## config.mk

```make
export PLATFORM = sky130hd
export DESIGN_NAME = ctrl_pipe
export DESIGN_NICKNAME = d
export VERILOG_FILES = /design/src/rtl/ctrl_pipe.sv
export SDC_FILE = /design/constraint.sdc
export NUM_CORES = 1
export LEC_CHECK = 0
export CORE_ASPECT_RATIO = 1.5
export CORE_MARGIN = 2
export CORE_UTILIZATION = 49
export CTS_CLUSTER_DIAMETER = 100
export CTS_CLUSTER_SIZE = 40
export DETAILED_ROUTE_END_ITERATION = 6
export GPL_TIMING_DRIVEN = 0
export PLACE_DENSITY = 0.84
export SETUP_SLACK_MARGIN = 0.1
export SLEW_MARGIN = 20
export SYNTH_ARGS = -nofsm -noshare
export SYNTH_HDL_FRONTEND = slang
export SYNTH_SLANG_ARGS = --single-unit
```

## constraint.sdc

```tcl
create_clock -name clk -period 2.79 [get_ports clk]
set_input_delay 0.4185 -clock clk [delete_from_list [all_inputs] [get_ports clk]]
set_output_delay 0.4185 -clock clk [all_outputs]
set_load 0.02 [all_outputs]
```

## src/rtl/ctrl_pipe.sv

```systemverilog
// ctrl_pipe: pipelined control unit for the 16-bit WISC core.
// Decodes opcodes, carries controls to EX/MEM/WB, resolves hazards.
module ctrl_pipe #(
  parameter int INSTR_W = 16,
  parameter int OPC_W   = 4,
  parameter int RADDR_W = 4,
  parameter int CNT_W   = 16
) (
  input  logic               clk,
  input  logic               rst_n,
  input  logic [INSTR_W-1:0] instr_in,
  input  logic               instr_valid,
  input  logic               flush,
  input  logic               mem_ready,
  output logic               id_reg_rt_src,
  output logic               stall_if,
  output logic               ex_valid,
  output logic [2:0]         ex_alu_op,
  output logic               ex_alu_src,
  output logic               ex_sign_ext_sel,
  output logic               ex_branch,
  output logic               ex_call,
  output logic               ex_rtrn,
  output logic               ex_data_reg,
  output logic               ex_stack_reg,
  output logic               ex_load_half,
  output logic               ex_half_spec,
  output logic               mem_valid,
  output logic               mem_read,
  output logic               mem_write,
  output logic               mem_to_reg,
  output logic               mem_reg_to_mem,
  output logic               wb_valid,
  output logic               wb_reg_write,
  output logic [RADDR_W-1:0] wb_dst,
  output logic               halted,
  output logic [CNT_W-1:0]   retire_cnt
);

  localparam logic [3:0] OP_INC  = 4'h1;
  localparam logic [3:0] OP_LW   = 4'h8;
  localparam logic [3:0] OP_SW   = 4'h9;
  localparam logic [3:0] OP_LHB  = 4'hA;
  localparam logic [3:0] OP_LLB  = 4'hB;
  localparam logic [3:0] OP_B    = 4'hC;
  localparam logic [3:0] OP_CALL = 4'hD;
  localparam logic [3:0] OP_RET  = 4'hE;
  localparam logic [3:0] OP_ERR  = 4'hF;

  typedef struct packed {
    logic               valid;
    logic [2:0]         alu_op;
    logic               alu_src;
    logic               sign_ext_sel;
    logic               branch;
    logic               call;
    logic               rtrn;
    logic               data_reg;
    logic               stack_reg;
    logic               load_half;
    logic               half_spec;
    logic               mem_read;
    logic               mem_write;
    logic               mem_to_reg;
    logic               reg_to_mem;
    logic               reg_write;
    logic               halt;
    logic [RADDR_W-1:0] rd;
  } ex_t;

  typedef struct packed {
    logic               valid;
    logic               mem_read;
    logic               mem_write;
    logic               mem_to_reg;
    logic               reg_to_mem;
    logic               reg_write;
    logic               halt;
    logic [RADDR_W-1:0] rd;
  } mem_t;

  typedef struct packed {
    logic               valid;
    logic               reg_write;
    logic [RADDR_W-1:0] rd;
  } wb_t;

  logic [OPC_W-1:0]   opc;
  logic [3:0]         op;
  logic [RADDR_W-1:0] rd_f, rs_f, rt_f, rd2_f;
  ex_t                dec;
  logic               rt_src;
  logic               freeze, load_use, accept;

  ex_t              ex_q, ex_d;
  mem_t             mem_q, mem_d;
  wb_t              wb_q, wb_d;
  logic             hp_q, hp_d;
  logic             halted_q, halted_d;
  logic [CNT_W-1:0] cnt_q, cnt_d;

  assign opc   = instr_in[INSTR_W-1 -: OPC_W];
  assign op    = opc[3:0];
  assign rd_f  = instr_in[3*RADDR_W-1 -: RADDR_W];
  assign rs_f  = instr_in[2*RADDR_W-1 -: RADDR_W];
  assign rt_f  = instr_in[RADDR_W-1:0];
  assign rd2_f = rt_src ? rd_f : rt_f;

  // Opcode decode into the full control bundle.
  always_comb begin
    dec           = '0;
    dec.valid     = 1'b1;
    dec.rd        = rd_f;
    dec.alu_op    = op[2:0];
    dec.reg_write = 1'b1;
    rt_src        = 1'b0;
    unique case (op)
      OP_INC: dec.alu_src = 1'b1;
      OP_LW: begin
        dec.alu_op       = 3'b000;
        dec.alu_src      = 1'b1;
        dec.sign_ext_sel = 1'b1;
        dec.data_reg     = 1'b1;
        dec.mem_read     = 1'b1;
        dec.mem_to_reg   = 1'b1;
      end
      OP_SW: begin
        dec.alu_op       = 3'b000;
        dec.alu_src      = 1'b1;
        dec.sign_ext_sel = 1'b1;
        dec.data_reg     = 1'b1;
        dec.mem_write    = 1'b1;
        dec.reg_to_mem   = 1'b1;
        dec.reg_write    = 1'b0;
        rt_src           = 1'b1;
      end
      OP_LHB: begin
        dec.load_half = 1'b1;
        rt_src        = 1'b1;
      end
      OP_LLB: begin
        dec.load_half = 1'b1;
        dec.half_spec = 1'b1;
        rt_src        = 1'b1;
      end
      OP_B: begin
        dec.branch       = 1'b1;
        dec.sign_ext_sel = 1'b1;
        dec.reg_write    = 1'b0;
      end
      OP_CALL: begin
        dec.alu_op     = 3'b000;
        dec.call       = 1'b1;
        dec.stack_reg  = 1'b1;
        dec.mem_write  = 1'b1;
        dec.reg_to_mem = 1'b1;
      end
      OP_RET: begin
        dec.alu_op    = 3'b000;
        dec.rtrn      = 1'b1;
        dec.stack_reg = 1'b1;
        dec.mem_read  = 1'b1;
      end
      OP_ERR: begin
        dec.halt      = 1'b1;
        dec.reg_write = 1'b0;
      end
      default: ;
    endcase
  end

  // Hazard detection and fetch stall; a flush overrides a load-use stall.
  always_comb begin
    freeze   = mem_q.valid & (mem_q.mem_read | mem_q.mem_write)
             & ~mem_ready;
    load_use = ex_q.valid & ex_q.mem_read & ex_q.reg_write
             & ((ex_q.rd == rs_f) | (ex_q.rd == rd2_f));
    stall_if = freeze | hp_q | halted_q | (load_use & ~flush);
    accept   = instr_valid & ~stall_if & ~flush;
  end

  // Next state of the stage registers, halt tracking and retire count.
  always_comb begin
    ex_d     = ex_q;
    mem_d    = mem_q;
    wb_d     = wb_q;
    hp_d     = hp_q;
    halted_d = halted_q;
    cnt_d    = cnt_q;
    if (!freeze) begin
      ex_d = accept ? dec : '0;
      if (flush) begin
        mem_d = '0;
        hp_d  = hp_q & ~(ex_q.valid & ex_q.halt);
      end else begin
        mem_d.valid      = ex_q.valid;
        mem_d.mem_read   = ex_q.mem_read;
        mem_d.mem_write  = ex_q.mem_write;
        mem_d.mem_to_reg = ex_q.mem_to_reg;
        mem_d.reg_to_mem = ex_q.reg_to_mem;
        mem_d.reg_write  = ex_q.reg_write;
        mem_d.halt       = ex_q.halt;
        mem_d.rd         = ex_q.rd;
        hp_d             = hp_q | (accept & dec.halt);
      end
      wb_d.valid     = mem_q.valid;
      wb_d.reg_write = mem_q.reg_write;
      wb_d.rd        = mem_q.rd;
      halted_d       = halted_q | (mem_q.valid & mem_q.halt);
      cnt_d          = cnt_q + CNT_W'(wb_q.valid);
    end
  end

  // State registers with synchronous active-low reset.
  always_ff @(posedge clk) begin
    if (!rst_n) begin
      ex_q     <= '0;
      mem_q    <= '0;
      wb_q     <= '0;
      hp_q     <= 1'b0;
      halted_q <= 1'b0;
      cnt_q    <= '0;
    end else begin
      ex_q     <= ex_d;
      mem_q    <= mem_d;
      wb_q     <= wb_d;
      hp_q     <= hp_d;
      halted_q <= halted_d;
      cnt_q    <= cnt_d;
    end
  end

  assign id_reg_rt_src   = rt_src;
  assign ex_valid        = ex_q.valid;
  assign ex_alu_op       = ex_q.alu_op;
  assign ex_alu_src      = ex_q.alu_src;
  assign ex_sign_ext_sel = ex_q.sign_ext_sel;
  assign ex_branch       = ex_q.branch;
  assign ex_call         = ex_q.call;
  assign ex_rtrn         = ex_q.rtrn;
  assign ex_data_reg     = ex_q.data_reg;
  assign ex_stack_reg    = ex_q.stack_reg;
  assign ex_load_half    = ex_q.load_half;
  assign ex_half_spec    = ex_q.half_spec;
  assign mem_valid       = mem_q.valid;
  assign mem_read        = mem_q.mem_read;
  assign mem_write       = mem_q.mem_write;
  assign mem_to_reg      = mem_q.mem_to_reg;
  assign mem_reg_to_mem  = mem_q.reg_to_mem;
  assign wb_valid        = wb_q.valid;
  assign wb_reg_write    = wb_q.reg_write;
  assign wb_dst          = wb_q.rd;
  assign halted          = halted_q;
  assign retire_cnt      = cnt_q;

endmodule
```

# --- Word level (Yosys, flattened, before mapping) ---
# Cells that the tools add are included.
totals:
  regBits: 58
  in_bits: 21
op_classes:
  add_sub_neg: 1
  eq_ne: 11
  mux: 20
  bitwise_logic: 23
  reduce_logical: 10
op_table:
  columns: ["cell", "count"]
  rows:
  - ["$eq 4x4->1 const B", 8]
  - ["$mux 23", 1]
  - ["$add 16x1->16", 1]
  - ["$mux 1", 16]
  - ["$and 1x1->1", 12]
  - ["$reduce_or 3->1", 4]
  - ["$mux 11", 1]
  - ["$reduce_or 2->1", 5]
  - ["$eq 4x4->1", 2]
  - ["$or 1x1->1", 7]
  - ["$eq 4x1->1 const B", 1]
  - ["$mux 4", 1]
  - ["$not 1->1", 4]
  - ["$reduce_or 4->1", 1]
  - ["$mux 3", 1]

# --- Depth between registers and ports, before layout ---
# Gate-level depths: netlist of run 1.
depth:
  ltp_word: 15
  depth_mapped: 9
  mapped_depth_nobuf: 6

# --- Worst setup path before layout of run 1 ---
# OpenSTA, ideal clock, no wires.
synth_path:
  kind: "input-to-output"
  from: "input instr_in[14]"
  to: "output stall_if"
  t_arrival_ns: 1.785
  slack_ns: 0.586
  path_stages: 8
  path_buffers: 3
  path_cell_list: "buf_2 > nand2b_4 > a2111oi_2 > nor2_1 > nor4_1 > nand2b_1 > buf_6 > buf_12"
synth_between:
  elab_chain_len: 9
  elab_cells_between_ends: 11
  classes_between: "4 x eq/ne; 2 x mux; 4 x bitwise; 1 x reduce/logical"
synth_rtl:
  columns: ["element", "line_no", "rtl"]
  rows:
  - ["from (decl)", "11", "input logic [INSTR_W-1:0] instr_in,"]
  - ["$eq 4x4->1", "117", "unique case (op)"]
  - ["$reduce_or 3->1 (no source line) (*)", null, null]
  - ["$mux 1 (*)", "117", null]
  - ["$mux 4 (*)", "107", "assign rd2_f = rt_src ? rd_f : rt_f;"]
  - ["$eq 4x4->1 (*)", "177", "& ((ex_q.rd == rs_f) | (ex_q.rd == rd2_f));"]
  - ["$or 1x1->1 (*)", "177", null]
  - ["$and 1x1->1 (*)", "177", null]
  - ["$and 1x1->1 (*)", "178", "stall_if = freeze | hp_q | halted_q | (load_use & ~flush);"]
  - ["$or 1x1->1 (*)", "178", null]
  - ["to (decl)", "16", "output logic stall_if,"]
# Every way passes the cells marked *; elsewhere a longest branch is shown, timed or not.

# --- Worst setup path in the final report of run 1 ---
layout_path:
  from: "input flush"
  to: "output stall_if"
layout_between:
  elab_chain_len: 3
layout_rtl:
  columns: ["element", "line_no", "rtl"]
  rows:
  - ["from (decl)", "13", "input logic flush,"]
  - ["$not 1->1", "178", null]
  - ["$and 1x1->1", "178", null]
  - ["$or 1x1->1", "178", null]
# No other way between the ends.

==> results of run 1 <==
## layout by cell type, fill, tap and decap left out, types with 10 or more instances in the layout
cell type / instances
xor2_1: 12
o21ai_0: 10
clkbuf_1: 14
nand2_1: 59
buf_4: 10
clkdlybuf4s50_1: 55
dfxtp_1: 56
a21oi_1: 22
nor2_1: 20
## final cells by class
type / instances / area share, %
Timing Repair Buffer: 63 / 18.2
Multi-Input combinational cell: 224 / 39.2
Clock buffer: 7 / 2.54
Buffer: 23 / 4.05
Tap cell: 68 / 2.50
Inverter: 3 / 0.331
Clock inverter: 1 / 0.221
Sequential cell: 56 / 33.0
## power breakdown
part,total [uW],internal [uW],switching (uW)
Clock,457,202,255
Combinational,131,62.8,67.7
Sequential,813,806,6.34
Total,1400,1070,329
## worst paths after layout
path / startpoint / endpoint / slack, ps / depth (start not counted)
worst max register to register: ex_q[0]$_SDFFE_PN0N_ / ex_sign_ext_sel$_SDFFE_PN0N_ / 750 / 9
worst min register to register: wb_dst[0]$_SDFFE_PN0N_ / wb_dst[0]$_SDFFE_PN0N_ / 450 / 2
worst min-delay path: instr_in[13] / ex_load_half$_SDFFE_PN0N_ / 420 / 3
worst max-delay path: flush / stall_if / 200 / 9
## logic make-up (layout without fill, tap and decap cells)
kind of cell,Yosys count,in the layout,synth area share [%]
xor gates and xnor gates,18,18,6.08
buffers and inverters,26,97,5.74
DFF,56,56,43.2
and+or+nand+nor,143,143,27.8
AOI/OAI and AO/OA,61,61,16.2
adders and majority gates,2,2,0.965
## cells in the mapped netlist (2+ instances only)
library cell  instances  area share, %
nor2_1               20            2.9
nand3b_1              8            2.3
a32o_1                5            1.9
clkbuf_1             13            1.9
a21oi_1              22            4.2
o31ai_1               5            1.4
dfxtp_1              56             43
xnor2_1               6            2.0
inv_1                 2           0.29
and3_1                3           0.72
nand4_1               9            2.2
nand2b_1              8            1.9
nand3_1               9            1.7
ha_1                  2           0.96
or3_1                 8            1.9
buf_6                 2           0.87
o21ai_0              10            1.9
nor4_1                2           0.48
nor2b_1               7            1.7
nand2_1              59            8.5
xor2_1               12            4.1
buf_4                 5            1.4
o21ai_2               9            3.0
## through the flow
stage / power, uW / cell area (um^2) / util, % / setup TNS, ps
final: 1400 / 3400 / 66.3 / 0
after global routing: 1460 / 3400 / 66.3 / 0
after CTS: 1410 / 3380 / 65.9 / 0
after detailed placement: 961 / 3270 / 63.8 / -592
after global placement: 958 / 3270 / 63.8 / -578
after floorplan: 907 / 2590 / - / 0
## routing by layer
layer	track usage, %	part of all wire, %
met1	24.2	41
met2	37.7	53
met3	2.89	4.3
met4	8.51	1.6
met5	0	0
## worst reg2reg max path: cells and delay by family, from the launching register on
kind            cells  cell delay [ps]
compound gates      2              350
buf+inv             3              400
flops               1              370
simple gates        4              830
## what timing repair did
item	in CTS	in global routing
gates resized for setup	8	2
endpoints found under the setup margin	1	1
hold buffers	0	0
setup buffers	2	2
pin swaps	2	3
==> results.md, run 1 <==
| Item | Value |
|:---|:---|
| Result of the run | complete, no violations |
| Post-Layout Cell Count | 445 |
| Minimum hold slack | 418 ps |
| Max Cap Viol | 0 |
| I/O Buffers | 59 |
| Syn Std Cell Area | 0.00259 mm^2 |
| Number of antenna violations at the first check in global routing | 0 |
| Number of inserted filler cells in the final layout | 466 |
| Height of the die | 93.1 um |
| Final count of negative-setup-slack endpoints | 0 |
| Final Hold Fails | 0 |
| First-iteration detailed-routing DRC count | 89 |
| Required time worst endpoint | 2370 ps |
| Total Routed Length | 5860 um |
| Placed instance count | 433 |
| Ports placed on the boundary | 64 |
| Synth Flop Type | dfxtp_1 |
| Die area | 0.00590 mm^2 |
| Total clock buffers created by CTS | 5 |
| PD cells | 412 mW/mm^2 |
| Clock latency reported for the late side of the worst-skew pair | 310 ps |
| Worst relative slew slack | 64.4% |
| Worst Skew | 5.75 ps |
| Via count of the first global-routing pass | 2234 |
| Clock transition time at the flip-flop clock pins of the worst setup and hold paths | 90 ps |
| Number of H-tree levels | 2 |
| Total congestion overflow after global routing | 0 |
| Clock Tree Root | clkbuf_8 |
| Post-synthesis net count | 329 |
| Max Clock Freq | 0.386 GHz |
| Number of max-slew violations in the final report | 0 |
| Clock Sinks | 56 |
| First-pass GRT wire length | 9980 um |
| Final worst-path setup slack | 201 ps |
| HPWL after detailed placement | 4430 um |
| Final period utilization | 92.8% |
| Buffers & Inverters on Critical Path | 4 |
| Critical Path Start Type | input port |
| Number of synthesis warnings | 0 |
| Final antenna diode count | 0 |
| Pre-CTS WS | -592 ps |
| Routed wire per std cell | 13.2 um |
| Routability-driven placement congestion ratio | 0.816 |
| DRT Pass-1 Iters | 4 |
| Share of cells above drive strength 1 | 10.3% |
| DRC | 0 |
| Detail-routed via count per cell | 5.34 |
| Deepest clock path buffer count | 2 |
| Crit Path Max Fanout | 4 |
| Cell type of the slowest stage on the worst timing path | clkdlybuf4s50_1 |
| Row cnt | 32 |
| Transition time of the tightest slew-check pin | 532 ps |
| Core outline area | 0.00512 mm^2 |
| Number of storage elements in the synthesis netlist | 56 |
| Vias post-DR | 2375 |
| TritonCTS clock tree | done |
| Syn avg cell area | 8.48 um^2 |
| Worst Path Arrival | 2170 ps |
| RSZ-0062 raised after global routing | false |
| Final antenna-violating net count | 0 |
| Largest stage delay, worst path | 480 ps |
| Area occupied by multi-input gates | 0.00133 mm^2 |
| Number of synthesized flops with an enable pin | 0 |
| Register area | 0.00112 mm^2 |
| Pin count of the biggest net entering global routing | 17 |
| VDD IR-drop max | 0.000354 V |
| Net count, final | 399 |
| Die width | 63.4 um |
| Critical path endpoint category | output pin |
| Initial Utilization | 50.6% |
| Worst-path cell chain | clkdlybuf4s50_1 > nor2b_2 > nand3_1 > a31o_2 > nor4_2 > nand2b_1 > buf_6 > buf_12 > buf_4 |
| Worst setup path class | in2out |
| Number of flip-flops under the largest register name | 16 |
| Area delta synth->final | 31.1% |
| Hold Crit Class | in2reg |
| Shortest clock period the worst path allows after layout | 2590 ps |
| Sequential element share of the synthesized area | 43.2% |
| Number of distinct standard cells referenced by the synthesized netlist | 47 |
| Overall global routing resource usage | 20.8% |
| Leakage | 0.00119 uW |
| Share of async-settable or async-resettable flops after synthesis | 0% |
| Family with the most delay on the worst path | buffers and inverters |
| Post-Syn Instances | 306 |
Power figures use the tool's default switching activity.
==> inputs of run 2 (changes only) <==
--- a/config.mk
+++ b/config.mk
@@ -5,6 +5,7 @@
 export SDC_FILE = /design/constraint.sdc
 export NUM_CORES = 1
 export LEC_CHECK = 0
+export ABC_AREA = 1
 export CORE_ASPECT_RATIO = 1.5
 export CORE_MARGIN = 2
 export CORE_UTILIZATION = 49
==> run 2 against run 1 <==
Net effect: utilization up 0.36 points; setup slack gained 120 ps; fmax increased by 4.9%; critical path type unchanged; die area grew 0.87%; global-route usage up 3.0 points; first-iteration DRC count increased by 54%; sequential power about the same; power increased by 6.8%; via count grew 13%; largest power group unchanged; register-to-register slack improved by 260 ps.
==> results.md, run 2 <==
| Item | Value | Delta |
|:---|:---|:---|
| Result of the run | complete, no violations |  |
| Routability-driven placement congestion ratio | 0.896 | +9.8% |
| Die area | 0.00595 mm^2 | +0.87% |
| Crit Path Max Fanout | 10 | +6 |
| Ports placed on the boundary | 64 | unchanged |
| Row cnt | 32 | unchanged |
| Die width | 63.7 um | +0.43% |
| Worst Path Arrival | 2050 ps | -120 ps |
| Synthesized-area fraction occupied by adder cells | 0.956% | -0.0088 points |
| RSZ-0062 raised after global routing | false |  |
| Most frequent standard cell in the layout excluding fill and tap cells | nand2_1 |  |
| Final count of negative-setup-slack endpoints | 0 | unchanged |
| Clock latency reported for the late side of the worst-skew pair | 310 ps | about the same |
| Leading cell types in the layout, fill and taps excluded | 77 x nand2_1, 58 x clkdlybuf4s50_1, 56 x dfxtp_1 |  |
| Via count of the first global-routing pass | 2596 | +16% |
| Dominant combinational cell family by area after synthesis | simple AND/OR/NAND/NOR gates |  |
| Placed instance count | 499 | +15% |
| Number of storage elements in the synthesis netlist | 56 | unchanged |
| Overall global routing resource usage | 23.8% | +3.0 points |
| Share of async-settable or async-resettable flops after synthesis | 0% | unchanged |
| DRC | 0 | unchanged |
| PD cells | 434 mW/mm^2 | +5.4% |
| Number of antenna violations at the first check in global routing | 0 | unchanged |
| Post-route core utilization | 66.7% | +0.36 points |
| Number of synthesis warnings | 0 | unchanged |
| Max Clock Freq | 0.405 GHz | +4.9% |
| Sum Neg Setup Slack | 0 ps | unchanged |
| Total Routed Length | 6670 um | +14% |
| Sum of internal, switching and leakage power | 1490 uW | +6.8% |
| Final antenna diode count | 0 | unchanged |
| Pin count of the biggest net entering global routing | 18 | +1 |
| Net count, final | 462 | +16% |
| Hold Crit Class | reg2reg |  |
| Number of synthesized flops with an enable pin | 0 | unchanged |
| Final antenna-violating net count | 0 | unchanged |
| Total congestion overflow after global routing | 0 | unchanged |
| Fraction of synthesized area in multiplexers | 0% | unchanged |
| Max Cap Viol | 0 | unchanged |
| Share of cells above drive strength 1 | 7.27% | -3.1 points |
| Critical path endpoint category | output pin |  |
| Synth Flop Type | dfxtp_1 |  |
| Worst-path cell chain | dlygate4sd2_1 > nor2_4 > nand2_4 > nand2_1 > nand3_1 > nand2_1 > nand2_1 > inv_1 > nand2_1 > nand2_1 > nand2_2 > buf_6 > nand2_1 > buf_2 |  |
| Shortest clock period the worst path allows after layout | 2470 ps | -121 ps |
| Final worst-path setup slack | 322 ps | +121 ps |
| Logic pwr share | 9.8% | +0.5 points |
| Clock transition time at the flip-flop clock pins of the worst setup and hold paths | 90 ps | about the same |
| First-iteration detailed-routing DRC count | 137 | +54% |
| Synth area leaders | dfxtp_1 43%, nand2_1 11%, a21oi_1 9.4% |  |
| Number of distinct standard cells referenced by the synthesized netlist | 30 | -36% |
| Most used cell along the critical path | nand2_1 |  |
| Number of max-slew violations in the final report | 0 | unchanged |
| Worst Skew | 11.0 ps | +5.28 ps |
| Area delta synth->final | 31.6% |  |
| TritonCTS clock tree | done |  |
| Routed wire per std cell | 13.1 um | -0.23% |
| Xor/xnor share of the synthesized area | 2.01% | -4.1 points |
| Top-count cell post-synth | nand2_1 |  |
| Post-Syn Instances | 368 | +20% |
| Transition time of the tightest slew-check pin | 590 ps | +57.6 ps |
| Post-synthesis net count | 391 | +19% |
| Psw | 353 uW | +7.5% |
| Sequential element share of the synthesized area | 42.8% | -0.39 points |
| DRT Pass-1 Iters | 4 | unchanged |
| Clock network fraction of design power | 35.8% | +3.2 points |
| Final period utilization | 88.5% | -4.3 points |
| Final Hold Fails | 0 | unchanged |
| Register share of total power | 54.4% | -3.6 points |
| Syn Std Cell Area | 0.00262 mm^2 | +0.92% |
| Required time worst endpoint | 2370 ps | about the same |
| Worst relative slew slack | 60.5% | -3.9 points |
| VDD IR-drop max | 0.000251 V | -29% |
| Initial Utilization | 50.7% | +0.068 points |
| Switching Fraction | 23.6% | +0.16 points |
| Vias post-DR | 2677 | +13% |
| Pre-CTS WS | -401 ps | +191 ps |
| Number of flip-flops under the largest register name | 16 | unchanged |
| Critical Path Start Type | input port |  |
| HPWL after detailed placement | 5080 um | +15% |
| Detail-routed via count per cell | 5.27 | -1.3% |
| Total clock buffers created by CTS | 5 | unchanged |
| Height of the die | 93.5 um | +0.44% |
| Leading post-synthesis cells by instance count | 77 x nand2_1, 56 x dfxtp_1, 49 x a21oi_1 |  |
| Post-Layout Cell Count | 508 | +14% |
| Clock Tree Root | clkbuf_8 |  |
| Share of the synthesized area in the top cell type | 42.8% | -0.39 points |
| Largest stage delay, worst path | 310 ps | -170 ps |
| Hold-fix buffer count after cts | 0 | unchanged |
| Post-synthesis compound-gate area fraction | 13.9% | -2.3 points |
| Clock Sinks | 56 | unchanged |
| First-pass GRT wire length | 11200 um | +13% |
| Syn avg cell area | 7.11 um^2 | -16% |
| Yosys top cell by area | dfxtp_1 |  |
| Leakage | 0.00130 uW | +9.2% |
| Worst setup path class | in2out |  |
| Core outline area | 0.00516 mm^2 | +0.78% |
| Cell type of the slowest stage on the worst timing path | dlygate4sd2_1 |  |
| Internal Pwr Total | 1140 uW | +6.5% |
| Number of H-tree levels | 2 | unchanged |
| Deepest clock path buffer count | 2 | unchanged |
| Simple-gate share of the synthesized area | 31.1% | +3.3 points |
| I/O Buffers | 63 | +6.8% |
run 2: worst max-delay path, delay by kind of cell:
family | cells | cell delay, ps
AND/OR/NAND/NOR | 10 | 930
buffers and inverters | 4 | 680
run 2: kinds of logic after synthesis:
logic type | after synthesis
adder cells (fa/ha/maj) | 2
AND/OR/NAND/NOR | 180
AO/OA/AOI/OAI | 69
flip-flops | 56
buffers and inverters | 55
XOR/XNOR | 6
run 2: worst paths after layout:
kind / cells after the start / to / slack, ps / startpoint
worst max-delay path: 14 / stall_if / 320 / instr_in[14]
worst min-delay path: 2 / ex_alu_src$_SDFFE_PN0N_ / 460 / ex_alu_src$_SDFFE_PN0N_
worst max register to register: 7 / ex_alu_op[1]$_SDFFE_PN0N_ / 1010 / mem_write$_SDFFE_PN0N_
worst min register to register: 2 / ex_alu_src$_SDFFE_PN0N_ / 460 / ex_alu_src$_SDFFE_PN0N_
run 2: area by class of cell:
class | count | area (um^2)
fill | 469 | 1720
multi-input combinational | 257 | 1250
sequential | 56 | 1120
timing repair buffer | 64 | 631
inverter | 34 | 128
buffer | 21 | 115
tap | 68 | 85.1
clock buffer | 6 | 72.6
clock inverter | 2 | 38.8
run 2: timing repair:
item	in CTS	in global routing
gates resized for setup	7	3
setup endpoints to repair	1	1
setup buffers	0	1
hold endpoints to repair	0	0
pin swaps	1	1
run 2: power groups by stage:
| stage | logic [uW] | clock network [uW] | registers, uW |
|---|---|---|---|
| after floorplan | 77.6 | 0 | 834 |
| after global placement | 142 | 0 | 831 |
| after detailed placement | 146 | 0 | 832 |
| after CTS | 145 | 539 | 813 |
| after global routing | 161 | 582 | 815 |
| final | 146 | 535 | 813 |
run 2: layer usage:
metal | vias to the layer above | part of all wire (%) | track usage (%)
met2 | 80 | 54 | 45.3
li1 | 1356 | - | -
met4 | 0 | 3.5 | 12.9
met3 | 18 | 3.3 | 2.89
met1 | 1223 | 39 | 24.9
met5 | - | 0 | 0
run 2: through the flow:
stage | area, um^2 | hold WS [ps]
final | 3440 | 465
after global routing | 3440 | 491
after CTS | 3440 | 470
after detailed placement | 3330 | 456
after global placement | 3330 | 453
after floorplan | 2620 | 441
==> inputs of run 3 (changes only) <==
--- a/config.mk
+++ b/config.mk
@@ -6,14 +6,13 @@
 export NUM_CORES = 1
 export LEC_CHECK = 0
 export ABC_AREA = 1
-export CORE_ASPECT_RATIO = 1.5
 export CORE_MARGIN = 2
-export CORE_UTILIZATION = 49
+export CORE_UTILIZATION = 53
 export CTS_CLUSTER_DIAMETER = 100
 export CTS_CLUSTER_SIZE = 40
 export DETAILED_ROUTE_END_ITERATION = 6
 export GPL_TIMING_DRIVEN = 0
-export PLACE_DENSITY = 0.84
+export PLACE_DENSITY = 0.9
 export SETUP_SLACK_MARGIN = 0.1
 export SLEW_MARGIN = 20
 export SYNTH_ARGS = -nofsm -noshare
==> constraint.sdc (replaced) <==
create_clock -name clk -period 3.15 [get_ports clk]
set_input_delay 0.4725 -clock clk [delete_from_list [all_inputs] [get_ports clk]]
set_output_delay 0.4725 -clock clk [all_outputs]
set_load 0.02 [all_outputs]
==> run 3 against run 2 <==
Net effect: final cell count is 0.20% lower; sequential share of layout area is 0.20 points higher; die area is 7.4% lower; register-to-register slack better by 320 ps; via count is 1.3% higher; design area is 0.62% lower; clock power is 24% lower; critical path type unchanged; highest routed layer unchanged.
==> results.md, run 3 (synthesis results as in run 2) <==
| Item | Value | Delta |
|:---|:---|:---|
| Total Routed Length | 6670 um | about the same |
| Worst Min Path Start | ex_q[8]$_SDFFE_PN0N_ |  |
| Register share of total power | 57.4% | +3.0 points |
| Die width | 74.3 um | +17% |
| Ports placed on the boundary | 64 | unchanged |
| Max Clock Freq | 0.356 GHz |  |
| Pin count of the biggest net entering global routing | 19 | +1 |
| Number of max-slew violations in the final report | 0 | unchanged |
| Transition time of the tightest slew-check pin | 576 ps | -14.4 ps |
| Hold Crit Class | reg2reg |  |
| Total clock buffers created by CTS | 5 | unchanged |
| Final antenna diode count | 0 | unchanged |
| Result of the run | complete, no violations |  |
| DRT Pass-1 Iters | 4 | unchanged |
| Number of flip-flops under the largest register name | 16 | unchanged |
| Worst setup path class | in2out |  |
| Final Hold Fails | 0 | unchanged |
| Number of antenna violations at the first check in global routing | 0 | unchanged |
| Hold EP | mem_write$_SDFFE_PN0N_ |  |
| Count of cells along the worst register-to-register path | 9 | +2 |
| Routability-driven placement congestion ratio | 0.974 | +8.8% |
| Crit Path Max Fanout | 10 | unchanged |
| Height of the die | 74.3 um | -21% |
| Initial Utilization | 55.1% | +4.4 points |
| Number of H-tree levels | 2 | unchanged |
| Switching Fraction | 25.9% | +2.3 points |
| Clock Tree Root | clkbuf_8 |  |
| PD cells | 367 mW/mm^2 | -15% |
| Final count of negative-setup-slack endpoints | 0 | unchanged |
| Critical register-to-register path endpoint | retire_cnt[11]$_SDFFE_PN0N_ |  |
| RSZ-0062 raised after global routing | false |  |
| Row cnt | 25 | -22% |
| Share of cells above drive strength 1 | 7.50% | +0.23 points |
| Hold Path Cell Cnt | 2 | unchanged |
| First-pass GRT wire length | 11100 um | -1.5% |
| Via count of the first global-routing pass | 2466 | -5.0% |
| TritonCTS clock tree | done |  |
| Final antenna-violating net count | 0 | unchanged |
| Net count, final | 462 | unchanged |
| Max Cap Viol | 0 | unchanged |
| Shortest clock period the worst path allows after layout | 2810 ps |  |
| Logic pwr share | 10.4% | +0.6 points |
| Core outline area | 0.00475 mm^2 | -7.9% |
| Minimum hold slack | 471 ps | +6.04 ps |
| Overall global routing resource usage | 25.8% | +2.0 points |
| Vias post-DR | 2713 | +1.3% |
| Hold-fix buffer count after cts | 0 | unchanged |
| Deepest clock path buffer count | 2 | unchanged |
| Setup slack, reg-to-reg | 1330 ps | +320 ps |
| Final worst-path setup slack | 338 ps | +16.7 ps |
| Placed instance count | 498 | -0.20% |
| Critical Path Start Type | input port |  |
| Clock transition time at the flip-flop clock pins of the worst setup and hold paths | 100 ps | about the same |
| DRC | 0 | unchanged |
| Clock Sinks | 56 | unchanged |
| Critical path endpoint category | output pin |  |
| Required time worst endpoint | 2680 ps | +310 ps |
| Clock latency reported for the late side of the worst-skew pair | 320 ps | about the same |
| VDD IR-drop max | 0.000282 V | +12% |
| Detail-routed via count per cell | 5.35 | +1.5% |
| Total congestion overflow after global routing | 0 | unchanged |
| Worst Path Arrival | 2340 ps | +290 ps |
| Internal Pwr Total | 930 uW | -19% |
| Post-Layout Cell Count | 507 | -0.20% |
| Worst relative slew slack | 61.5% | +0.97 points |
| Beginning of the worst register-to-register path | wb_valid$_SDFFE_PN0N_ |  |
| First-iteration detailed-routing DRC count | 222 | +62% |
| Routed wire per std cell | 13.2 um | +0.18% |
| HPWL after detailed placement | 5180 um | +1.9% |
| Pre-CTS WS | -95.7 ps | +305 ps |
| Leading cell types in the layout, fill and taps excluded | 77 x nand2_1, 61 x clkdlybuf4s50_1, 56 x dfxtp_1 |  |
| Final period utilization | 89.3% |  |
| I/O Buffers | 63 | unchanged |
| Worst Skew | 5.32 ps | -5.72 ps |
| Psw | 325 uW | -8.0% |
| Most frequent standard cell in the layout excluding fill and tap cells | nand2_1 |  |
| Leakage | 0.00129 uW | -1.1% |
| Die area | 0.00552 mm^2 | -7.4% |
| Clock network fraction of design power | 32.2% | -3.6 points |
| Area delta synth->final | 30.8% |  |
==> run 3: power by group through the flow <==
stage	Sequential, uW	Clock [uW]	Combinational (uW)
2_1_floorplan	738	0	68.7
3_3_place_gp	737	0	126
3_5_place_dp	737	0	128
4_1_cts	721	407	128
5_1_grt	722	441	143
6_report	721	404	130
==> run 3: cell type report <==
| class | count | area [um^2] |
|---|---|---|
| Timing Repair Buffer | 64 | 632 |
| Clock buffer | 5 | 68.8 |
| Tap cell | 67 | 83.8 |
| Clock inverter | 3 | 21.3 |
| Fill cell | 409 | 1330 |
| Sequential cell | 56 | 1120 |
| Inverter | 34 | 128 |
| Multi-Input combinational cell | 257 | 1250 |
| Buffer | 21 | 115 |
==> run 3: worst max path at each step <==
stage | cells after the start | start | to | slack, ps
6_report | 14 | instr_in[14] | stall_if | 340
3_3_place_gp | 15 | instr_in[13] | stall_if | -60
3_5_place_dp | 15 | instr_in[13] | stall_if | -100
5_1_grt | 15 | instr_in[15] | stall_if | 150
4_1_cts | 15 | instr_in[15] | stall_if | 170
2_1_floorplan | 12 | instr_in[14] | stall_if | 1070
==> run 3: what timing repair did <==
action / in CTS / in global routing
setup buffers: 0 / 1
setup endpoints to repair: 1 / 1
gates resized for setup: 2 / 2
pin swaps: 1 / 1
==> run 3: routing by layer <==
layer	vias up	GRT usage [%]	routed length (um)
met5	-	0	0
met4	0	10.1	171
met3	19	4.34	402
met2	101	40.9	3090
met1	1235	35.3	3010
li1	1358	-	-
==> run 3: worst max-delay path, stage by stage <==
cell             delay [ps]
clkdlybuf4s50_1         550
nor2_4                  280
nand2_4                 110
nand2_1                  70
nand3_1                  60
nand2_1                  80
nand2_1                  60
inv_1                    60
nand2_1                  50
nand2_1                  70
nand2_2                  90
buf_6                   160
nand2_1                  60
clkbuf_2                160
==> run 3: through the flow <==
| step | power, uW | util, % | area [um^2] | TNS [ps] |
|---|---|---|---|---|
| 3_5_place_dp | 865 | 70.1 | 3330 | -95.7 |
| 5_1_grt | 1310 | 72.0 | 3420 | 0 |
| 4_1_cts | 1260 | 71.9 | 3420 | 0 |
| 3_3_place_gp | 863 | 70.1 | 3330 | -55.2 |
| 6_report | 1260 | 72.0 | 3420 | 0 |
| 2_1_floorplan | 807 | - | 2620 | 0 |
